--- src/rtl/spi_master.sv ---
// -----------------------------------------------------------------------------
// spi_master
//   SPI mode-0 bus master (CPOL=0, CPHA=0, MSB first). A one-cycle start
//   request launches a WIDTH-bit full-duplex transfer; SCLK is generated by
//   dividing clk, with CLK_DIV clk cycles per SCLK half-period. Each transfer is
//   framed as LEAD (csn low, sclk low), SHIFT (WIDTH SCLK periods), TRAIL
//   (sclk low, csn still low) and GAP (csn high, still busy).
//
// Parameters
//   WIDTH   : bits per transfer (>= 2)
//   CLK_DIV : SCLK half-period in clk cycles (>= 1)
//
// Ports
//   clk          : system clock, rising edge
//   rst          : asynchronous active-high reset
//   start        : transfer request, sampled only while busy=0
//   send         : word to transmit, latched when start is accepted
//   busy         : high from the cycle after acceptance to the end of GAP
//   recv         : last received word, updated at transfer completion
//   output_valid : one-cycle pulse when recv is updated
//   sclk         : SPI clock, idles low
//   csn          : active-low chip select
//   mosi         : serial data out
//   miso         : serial data in, synchronous to the generated SCLK
// -----------------------------------------------------------------------------
module spi_master #(
  parameter int WIDTH   = 8,
  parameter int CLK_DIV = 2
) (
  input  logic             clk,
  input  logic             rst,
  input  logic             start,
  input  logic [WIDTH-1:0] send,
  output logic             busy,
  output logic [WIDTH-1:0] recv,
  output logic             output_valid,
  output logic             sclk,
  output logic             csn,
  output logic             mosi,
  input  logic             miso
);

  typedef enum logic [2:0] {
    S_IDLE,
    S_LEAD,
    S_SHIFT,
    S_TRAIL,
    S_GAP
  } state_e;

  // One extra count of headroom keeps the divider at least 1 bit wide when
  // CLK_DIV=1, and lets the bit counter reach WIDTH itself.
  localparam int DIV_W = $clog2(CLK_DIV + 1);
  localparam int BIT_W = $clog2(WIDTH + 1);

  localparam logic [DIV_W-1:0] DIV_LAST = DIV_W'(CLK_DIV - 1);
  localparam logic [BIT_W-1:0] BIT_LAST = BIT_W'(WIDTH);

  state_e           state_q;
  logic [DIV_W-1:0] div_q;
  logic [BIT_W-1:0] bit_q;
  logic [WIDTH-1:0] tx_q;
  logic [WIDTH-1:0] rx_q;
  logic [WIDTH-1:0] recv_q;
  logic             busy_q;
  logic             valid_q;
  logic             sclk_q;
  logic             csn_q;
  logic             mosi_q;

  logic div_done;
  assign div_done = (div_q == DIV_LAST);

  // NOTE: every register here, including the data shift registers and recv,
  // is reset: an aborted transfer must leave recv cleared and nothing stale.
  always_ff @(posedge clk or posedge rst) begin
    if (rst) begin
      state_q <= S_IDLE;
      div_q   <= '0;
      bit_q   <= '0;
      tx_q    <= '0;
      rx_q    <= '0;
      recv_q  <= '0;
      busy_q  <= 1'b0;
      valid_q <= 1'b0;
      sclk_q  <= 1'b0;
      csn_q   <= 1'b1;
      mosi_q  <= 1'b0;
    end else begin
      // NOTE: non-blocking assignments throughout, so every branch below sees
      // the pre-edge values of all state (e.g. tx_q when picking the next bit).
      valid_q <= 1'b0;

      case (state_q)
        S_IDLE: begin
          div_q <= '0;
          if (start) begin
            state_q <= S_LEAD;
            tx_q    <= send;
            mosi_q  <= send[WIDTH-1];
            csn_q   <= 1'b0;
            busy_q  <= 1'b1;
            bit_q   <= '0;
          end
        end

        // The edge that leaves LEAD is also the first SCLK rising edge.
        S_LEAD: begin
          if (div_done) begin
            div_q   <= '0;
            state_q <= S_SHIFT;
            sclk_q  <= 1'b1;
            rx_q    <= {rx_q[WIDTH-2:0], miso};
            bit_q   <= BIT_W'(1);
          end else begin
            div_q <= div_q + DIV_W'(1);
          end
        end

        S_SHIFT: begin
          if (div_done) begin
            div_q <= '0;
            if (!sclk_q) begin
              // Rising edge: capture miso.
              sclk_q <= 1'b1;
              rx_q   <= {rx_q[WIDTH-2:0], miso};
              bit_q  <= bit_q + BIT_W'(1);
            end else begin
              // Falling edge: advance mosi, or park it after the last bit.
              sclk_q <= 1'b0;
              if (bit_q == BIT_LAST) begin
                mosi_q  <= 1'b0;
                state_q <= S_TRAIL;
              end else begin
                mosi_q <= tx_q[WIDTH-2];
                tx_q   <= {tx_q[WIDTH-2:0], 1'b0};
              end
            end
          end else begin
            div_q <= div_q + DIV_W'(1);
          end
        end

        S_TRAIL: begin
          if (div_done) begin
            div_q   <= '0;
            state_q <= S_GAP;
            csn_q   <= 1'b1;
            recv_q  <= rx_q;
            valid_q <= 1'b1;
          end else begin
            div_q <= div_q + DIV_W'(1);
          end
        end

        // busy stays high here to guarantee a minimum csn-high time.
        S_GAP: begin
          if (div_done) begin
            div_q   <= '0;
            state_q <= S_IDLE;
            busy_q  <= 1'b0;
          end else begin
            div_q <= div_q + DIV_W'(1);
          end
        end

        default: state_q <= S_IDLE;
      endcase
    end
  end

  assign busy         = busy_q;
  assign recv         = recv_q;
  assign output_valid = valid_q;
  assign sclk         = sclk_q;
  assign csn          = csn_q;
  assign mosi         = mosi_q;

endmodule

--- config.mk ---
export PLATFORM = sky130hd
export DESIGN_NAME = spi_master
export DESIGN_NICKNAME = d
export VERILOG_FILES = /design/src/rtl/spi_master.sv
export SDC_FILE = /design/constraint.sdc
export NUM_CORES = 1
export LEC_CHECK = 0
export ABC_AREA = 1
export CORE_ASPECT_RATIO = 1.75
export CORE_UTILIZATION = 50
export DETAILED_ROUTE_END_ITERATION = 10
export GPL_TIMING_DRIVEN = 0
export PLACE_DENSITY_LB_ADDON = 0.08
export RECOVER_POWER = 50
export SYNTH_ARGS = -nofsm -noshare
export SYNTH_HDL_FRONTEND = slang
export SYNTH_SLANG_ARGS = --single-unit
--- constraint.sdc ---
create_clock -name clk -period 3.36 [get_ports clk]
set_input_delay 0.504 -clock clk [delete_from_list [all_inputs] [get_ports clk]]
set_output_delay 0.504 -clock clk [all_outputs]
set_load 0.01 [all_outputs]
==> results of run 1 <==
[where the power goes]
part	internal, mW	switching, mW
Clock	0.144	0.151
Combinational	0.407	0.666
Sequential	0.626	0.108
Total	1.18	0.926
[worst max path at each step]
stage | slack, ns | endpoint | cells after the start | start
6_report | 1.30 | tx_q[4]$_DFFE_PP0P_ | 7 | state_q[0]$_DFFE_PP0P_
5_1_grt | 1.10 | tx_q[1]$_DFFE_PP0P_ | 7 | state_q[0]$_DFFE_PP0P_
4_1_cts | 1.49 | csn | 1 | csn$_DFFE_PP1P_
3_5_place_dp | 1.58 | bit_q[0]$_DFFE_PP0P_ | 8 | start
3_3_place_gp | 1.19 | state_q[0]$_DFFE_PP0P_ | 2 | rst
2_1_floorplan | 2.03 | bit_q[0]$_DFFE_PP0P_ | 1 | rst
[routing by layer]
layer	GRT usage, %	vias to the layer above	share of wire, %
met3	4.21	6	3.3
met2	41.1	26	54
met1	23.2	723	41
met5	0	-	0
met4	6.42	0	1.4
li1	-	774	-
[area by class of cell]
cell class | instances | area (um^2)
timing repair buffer | 24 | 240
fill | 330 | 1350
buffer | 6 | 47.5
clock inverter | 2 | 10.0
clock buffer | 6 | 72.6
inverter | 24 | 90.1
sequential | 37 | 927
tap | 46 | 57.6
multi-input combinational | 156 | 797
[placed cells by master (no fill, tap or decap), types with 3 or more instances in the layout]
cell type	instances
nand3_1	17
buf_6	3
o21ai_1	7
inv_1	21
o21ai_2	8
nand4_1	9
o21ai_0	6
nand2_1	76
clkbuf_8	5
inv_2	3
dfrtp_1	36
nor2_1	13
nand2_2	5
a21oi_1	4
clkdlybuf4s50_1	23
[critical path: stages (launching register included)]
cell and delay, ns:
dfrtp_1 0.38, buf_6 0.13, nor2_1 0.67, nand2_1 0.25
nand2_4 0.19, nand3_2 0.16, nand2_1 0.10, nand2_1 0.06
[kinds of logic (layout without fill, tap and decap cells)]
| group | Yosys count | count (layout) | synth area share (%) |
|---|---|---|---|
| adder cells (fa/ha/maj) | 2 | 2 | 1.33 |
| flip-flops | 37 | 37 | 49.3 |
| AND/OR/NAND/NOR | 127 | 127 | 32.9 |
| buffers and inverters | 30 | 62 | 7.38 |
| AO/OA/AOI/OAI | 26 | 26 | 8.64 |
| XOR/XNOR | 1 | 1 | 0.466 |
[sequential cells by signal, indices dropped and copies added, names as in the netlist]
register / flops
mosi: 1
busy: 1
csn: 1
recv: 8
tx_q: 7
bit_q: 4
rx_q: 8
state_q: 3
div_q: 2
output_valid: 1
sclk: 1
[per-stage QoR]
step	cell area (um^2)	hold slack (ns)	utilization [%]	setup WS, ns	total power, mW
final	2240	0.483	62.4	1.30	2.10
after floorplan	1880	0.442	-	2.03	1.53
after global placement	2180	0.456	60.7	1.19	1.84
after global routing	2240	0.510	62.4	1.10	2.29
after CTS	2260	0.487	63.0	1.49	2.16
after detailed placement	2180	0.468	60.7	1.58	1.86
==> results.yml, run 1 <==
status:
  status: "finished, final reports clean"
synth:
  yosysWarnings: 0
  synth_common_cells: "nand2_1 (76), dfrtp_1 (36), inv_1 (21)"
  synth_top_area_share_pct: 47.9
  synth_most_common_cell: "nand2_1"
  syn_area_mm2: 0.00188
  ys_types: 25
  avgSynthCellArea_um2: 8.44
  synth_seq_cells: 37
  syn_inst: 223
  synth_top_flop_cell: "dfrtp_1"
  synth_nets: 237
  yosys-top-cells-area: "dfrtp_1 (48%), nand2_1 (15%), nand3_1 (4.5%), inv_1 (4.2%), o21ai_2 (3.7%)"
  ys_seq_area_share_pct: 49.3
  synth_edf_count: 0
  synthArstFlopShare_pct: 100
  synth_top_cell_by_area: "dfrtp_1"
drt:
  wire_per_inst_um: 12.5
  ant_nets: 0
  drt_iter0_markers: 41
  routed_wl_um: 3780
  via_per_inst: 5.08
  drc: 0
  first_pass_iters: 4
  vias: 1529
grt:
  grt_overflow: 0
  gr-usage-all-layers_pct: 21.5
  grt_pass1_wl_um: 6720
  grt_pass1_vias: 1547
  grt_max_degree: 38
  antenna_found_initial: 0
setup_path:
  start_kind: "flip-flop"
  rr_worst_depth: 7
  r2r_start: "state_q[0]$_DFFE_PP0P_"
  regToRegEndpoint: "tx_q[4]$_DFFE_PP0P_"
  endpoint_kind: "flip-flop"
  timing_worst_setup_path_type: "reg2reg"
  required_ns: 3.53
  crit_arrival_ns: 2.23
  r2r_slack_ns: 1.30
  worst-path-max-fanout: 10
floorplan:
  start_util_pct: 52.4
  die_w_um: 48.4
  die_height_um: 83.2
  num_rows: 29
  coreArea_mm2: 0.00359
  die-area_mm2: 0.00402
  ioPinCount: 25
cts:
  path_clk_slew_ns: 0.07
  cts-buffers-inserted: 5
  clockBufferDepth: 2
  ctsHoldBuffers: 0
  cts_setup_buffers: 0
  clock_sinks: 37
  root_buffer: "clkbuf_8"
  ctsResizeCount: 0
  cts_tree: "yes"
  insertion_delay_ns: 0.28
  htree_levels: 2
final_layout:
  layout-drive-gt1-share_pct: 13.7
  layout.cells.non_filler: 301
  n_antenna_cell: 0
  nets: 268
  syn2layout_area_growth_pct: 19.1
timing:
  period_share_pct: 61.2
  min_period_ns: 2.06
  tightest_slew_ns: 1.35
  finalMaxSlewViolations: 0
  finalClockSkew_ns: 0.00380
  hold_viol: 0
  rsz0062_at_grt: "false"
  tns_ns: 0
  relSlewSlack_pct: 9.72
  fmax_mhz: 486
  finalSetupViolations: 0
place:
  place_inst: 293
  io_buffers: 24
  routabilityCongestion: 0.773
  post-dp-hpwl_um: 2800
power:
  ir_drop_v: 0.000569
  p_per_area_mw_per_mm2: 938
  p_leak_nw: 1.12
job:
  drv_cap: 0
hold_path:
  min_path_cells: 2
  hold_class: "reg2reg"
  min_from: "mosi$_DFFE_PP0P_"
  min_to: "mosi$_DFFE_PP0P_"
No activity file was read; power rests on OpenSTA's default activity.
==> run 2, diff against run 1 <==
==> constraint.sdc (replaced) <==
create_clock -name clk -period 2.08 [get_ports clk]
set_input_delay 0.312 -clock clk [delete_from_list [all_inputs] [get_ports clk]]
set_output_delay 0.312 -clock clk [all_outputs]
set_load 0.01 [all_outputs]
==> run 2 against run 1 <==
Clock skew is essentially flat. Cell area increased by 0.73%. Combinational power is 65% higher. Utilization is 0.45 points higher. First-iteration DRC count decreased by 41%. Non-clock buffer count unchanged. Hold slack about the same. Fmax grew 23%. Clock power rose by 61%. Final cell count stayed put. Via count rose by 0.13%. Largest cell class unchanged. Critical path type unchanged.
==> results.yml, run 2 (synthesis gave the netlist of run 1 again) <==
drt:
  routed_wl_um: 3770
  drt_iter0_markers: 24
  first_pass_iters: 4
  ant_nets: 0
  drc: 0
  wire_per_inst_um: 12.5
  via_per_inst: 5.09
  vias: 1531
timing:
  finalMaxSlewViolations: 0
  tightest_slew_ns: 0.745
  finalSetupViolations: 0
  min_period_ns: 1.67
  tns_ns: 0
  rsz0062_at_grt: "false"
  hold-worst-slack_ns: 0.483
  fmax_mhz: 598
  relSlewSlack_pct: 50.3
  hold_viol: 0
  period_share_pct: 80.3
  finalClockSkew_ns: 0.00364
cts:
  root_buffer: "clkbuf_8"
  clock_sinks: 37
  clockBufferDepth: 2
  htree_levels: 2
  insertion_delay_ns: 0.28
  ctsHoldBuffers: 0
  ctsResizeCount: 0
  cts_tree: "yes"
  path_clk_slew_ns: 0.07
  cts-buffers-inserted: 5
  cts_setup_buffers: 0
setup_path:
  timing_worst_setup_path_type: "reg2reg"
  start_kind: "flip-flop"
  crit_arrival_ns: 1.84
  required_ns: 2.25
  r2r_start: "div_q[0]$_DFFE_PP0P_"
  rr_worst_depth: 6
  r2r_slack_ns: 0.41
  cp-endpoint: "recv[0]$_DFFE_PP0P_"
  regToRegEndpoint: "recv[0]$_DFFE_PP0P_"
  crit_start: "div_q[0]$_DFFE_PP0P_"
  worst-path-max-fanout: 10
  endpoint_kind: "flip-flop"
final_layout:
  nets: 268
  n_antenna_cell: 0
  final_cell_mix: "nand2_1 (76), dfrtp_1 (36), clkdlybuf4s50_1 (22)"
  layout-drive-gt1-share_pct: 14.5
  utilization_pct: 62.9
  finalInstanceArea_mm2: 0.00226
  syn2layout_area_growth_pct: 20.0
  layout.cells.non_filler: 301
  layout_commonest_cell: "nand2_1"
grt:
  grt_overflow: 0
  grt_pass1_wl_um: 6720
  grt_pass1_vias: 1547
  antenna_found_initial: 0
  gr-usage-all-layers_pct: 21.5
  grt_max_degree: 38
power:
  ir_drop_v: 0.000921
  p_per_area_mw_per_mm2: 1520
  p_leak_nw: 1.12
floorplan:
  coreArea_mm2: 0.00359
  die_height_um: 83.2
  die_w_um: 48.4
  ioPinCount: 25
  die-area_mm2: 0.00402
  num_rows: 29
  start_util_pct: 52.4
place:
  routabilityCongestion: 0.773
  place_inst: 293
  io_buffers: 24
  post-dp-hpwl_um: 2800
  placed_cell_area_mm2: 0.00218
hold_path:
  hold_class: "reg2reg"
  min_path_cells: 2
job:
  drv_cap: 0
status:
  status: "finished, final reports clean"
-- run 2: changes by cell type in the layout (fill, tap and decap cells not counted), sizes merged --
| cell | delta |
|---|---|
| clkdlybuf4s50 | -1 |
| dlygate4sd3 | +1 |
-- run 2: stage by stage --
stage	setup WS, ns	total power [mW]
after CTS	0.404	3.49
after detailed placement	0.494	3.00
after global placement	0.0985	2.97
final	0.409	3.43
after floorplan	0.764	2.47
after global routing	0.204	3.74
-- run 2: worst min path at each step --
stage                              startpoint                  end  slack (ns)
after global placement    rx_q[7]$_DFFE_PP0P_  recv[7]$_DFFE_PP0P_        0.46
after floorplan           rx_q[7]$_DFFE_PP0P_  recv[7]$_DFFE_PP0P_        0.44
after detailed placement  tx_q[1]$_DFFE_PP0P_  tx_q[1]$_DFFE_PP0P_        0.47
final                        mosi$_DFFE_PP0P_     mosi$_DFFE_PP0P_        0.48
after CTS                 tx_q[1]$_DFFE_PP0P_  tx_q[1]$_DFFE_PP0P_        0.49
after global routing      tx_q[2]$_DFFE_PP0P_  tx_q[2]$_DFFE_PP0P_        0.51
-- run 2: final cells by class --
| class | count | area, um^2 |
|---|---|---|
| repair buffers | 24 | 240 |
| clock buffers | 6 | 72.6 |
| clock inverters | 2 | 10.0 |
| well taps | 46 | 57.6 |
| multi-input cells | 156 | 813 |
| plain buffers | 6 | 47.5 |
| inverters | 24 | 90.1 |
| flip-flops and latches | 37 | 927 |
| fillers | 327 | 1330 |
-- run 2: routing by layer --
| metal | global-route usage (%) | wire (um) | part of all wire [%] |
|---|---|---|---|
| met5 | 0 | 0 | 0 |
| met3 | 4.21 | 132 | 3.5 |
| met4 | 6.42 | 51 | 1.4 |
| met1 | 23.2 | 1540 | 41 |
| met2 | 41.1 | 2050 | 54 |
-- run 2: worst max-delay path, stage by stage, from the launching register on --
cell and delay (ns):
dfrtp_1 0.35, inv_1 0.06, nor2_1 0.40, nand2_1 0.33
buf_2 0.28, nand2_1 0.07, o21ai_1 0.05
-- run 2: report_power, final --
group	internal (mW)	switching [mW]
clock	0.232	0.244
sequential	1.01	0.175
combinational	0.676	1.09
==> run 3, diff against run 2 <==
==> constraint.sdc (replaced) <==
create_clock -name clk -period 1.6 [get_ports clk]
set_input_delay 0.24 -clock clk [delete_from_list [all_inputs] [get_ports clk]]
set_output_delay 0.24 -clock clk [all_outputs]
set_load 0.01 [all_outputs]
==> run 3 against run 2 <==
Via count down 0.39%. Clock power is 30% higher. Total power up 31%. Sequential power grew 29%. Fmax is 11% higher. Sequential cell count is the same. Final cell count unchanged. First-iteration DRC count up 83%. Register-to-register slack got worse by 0.31 ns. Non-clock buffer count unchanged. Highest routed layer unchanged.
==> results.yml, run 3 (synthesis gave the netlist of run 1 again) <==
setup_path:
  critical-path-max-stage-delay_ns: 0.38
  timing_worst_setup_path_type: "reg2reg"
  endpoint_kind: "flip-flop"
  start_kind: "flip-flop"
  crit_arrival_ns: 1.66
  path_cells: "buf_6 > nor2_8 > nand2_2 > buf_2 > a21oi_1 > o21ai_0"
  r2r_slack_ns: 0.1
  cpMaxStageDelayCell: "dfrtp_1"
  worst-path-max-fanout: 10
  required_ns: 1.76
power:
  ir_drop_v: 0.00121
  p_leak_nw: 1.13
  p_per_area_mw_per_mm2: 1980
timing:
  hold_viol: 0
  min_period_ns: 1.50
  finalMaxSlewViolations: 0
  finalClockSkew_ns: 0.00282
  hold-worst-slack_ns: 0.484
  tightest_slew_ns: 0.745
  fmax_mhz: 665
  rsz0062_at_grt: "true"
  period_share_pct: 94.0
  finalSetupViolations: 0
  relSlewSlack_pct: 50.3
cts:
  root_buffer: "clkbuf_8"
  htree_levels: 2
  path_clk_slew_ns: 0.07
  insertion_delay_ns: 0.28
  cts-buffers-inserted: 5
  cts_tree: "yes"
  clock_sinks: 37
  clockBufferDepth: 2
final_layout:
  nets: 268
  layout_commonest_cell: "nand2_1"
  syn2layout_area_growth_pct: 20.7
  layout-drive-gt1-share_pct: 16.1
  utilization_pct: 63.2
  n_antenna_cell: 0
  final_cell_mix: "nand2_1 (75), dfrtp_1 (36), clkdlybuf4s50_1 (22)"
grt:
  antenna_found_initial: 0
  gr-usage-all-layers_pct: 21.5
  grt_max_degree: 38
  grt_pass1_vias: 1547
  grt_pass1_wl_um: 6710
  grt_overflow: 0
place:
  routabilityCongestion: 0.773
  io_buffers: 24
  post-dp-hpwl_um: 2800
floorplan:
  die_w_um: 48.4
  die-area_mm2: 0.00402
  ioPinCount: 25
  die_height_um: 83.2
  num_rows: 29
  start_util_pct: 52.4
  coreArea_mm2: 0.00359
job:
  drv_cap: 0
drt:
  first_pass_iters: 4
  vias: 1525
  via_per_inst: 5.07
  ant_nets: 0
  wire_per_inst_um: 12.6
  routed_wl_um: 3800
  drc: 0
  drt_iter0_markers: 44
status:
  status: "finished, final reports clean"
hold_path:
  hold_class: "reg2reg"
run 3: area by class of cell:
class                           count  area, um^2
Buffer                              6        48.8
Inverter                           24        90.1
Sequential cell                    37         927
Clock inverter                      2        10.0
Clock buffer                        6        72.6
Tap cell                           46        57.6
Timing Repair Buffer               24         239
Multi-Input combinational cell    156         826
Fill cell                         328        1320
run 3: critical path, delay by kind of cell (launching register included):
family / cells / cell delay (ns)
AO/OA/AOI/OAI: 2 / 0.36
flip-flops: 1 / 0.38
AND/OR/NAND/NOR: 2 / 0.30
buffers and inverters: 2 / 0.34
run 3: path summary, 6_finish.rpt:
kind | startpoint | endpoint | cells past startpoint
max | state_q[0]$_DFFE_PP0P_ | sclk$_DFFE_PP0P_ | 6
min | mosi$_DFFE_PP0P_ | mosi$_DFFE_PP0P_ | 2
max reg2reg | state_q[0]$_DFFE_PP0P_ | sclk$_DFFE_PP0P_ | 6
min reg2reg | mosi$_DFFE_PP0P_ | mosi$_DFFE_PP0P_ | 2
max in group asynchronous | rst | sclk$_DFFE_PP0P_ | 2
min in group asynchronous | rst | tx_q[4]$_DFFE_PP0P_ | 2
run 3: what timing repair did:
item                       in CTS  in global routing
setup endpoints to repair       1                 15
buffers inserted                0                  0
resized for setup               1                  4
hold buffers                    0                  0
run 3: where the power goes:
group	total (mW)	leakage (nW)	switching, mW	internal [mW]
clock network	0.618	0.0450	0.317	0.302
registers	1.54	0.475	0.228	1.32
logic	2.33	0.610	1.44	0.888
total	4.49	1.13	1.99	2.50
run 3: per-layer routing:
metal | vias to the layer above | global-route usage (%) | wire, um
met3 | 6 | 4.03 | 133
li1 | 773 | - | -
met4 | 0 | 6.42 | 51
met2 | 29 | 41.1 | 2040
met5 | - | 0 | 0
met1 | 717 | 23.2 | 1570
run 3: per-stage QoR:
step           TNS, ns  instances  power, mW  worst slack (ns)  cell area (um^2)
6_report             0        301       4.49            0.0953              2270
3_5_place_dp         0        293       3.90            0.0863              2180
3_3_place_gp    -11.10        293       3.87            -0.310              2180
2_1_floorplan        0        223       3.21             0.284              1880
4_1_cts              0        301       4.53            0.0788              2260
5_1_grt        -0.0178        301       4.89           -0.0126              2270
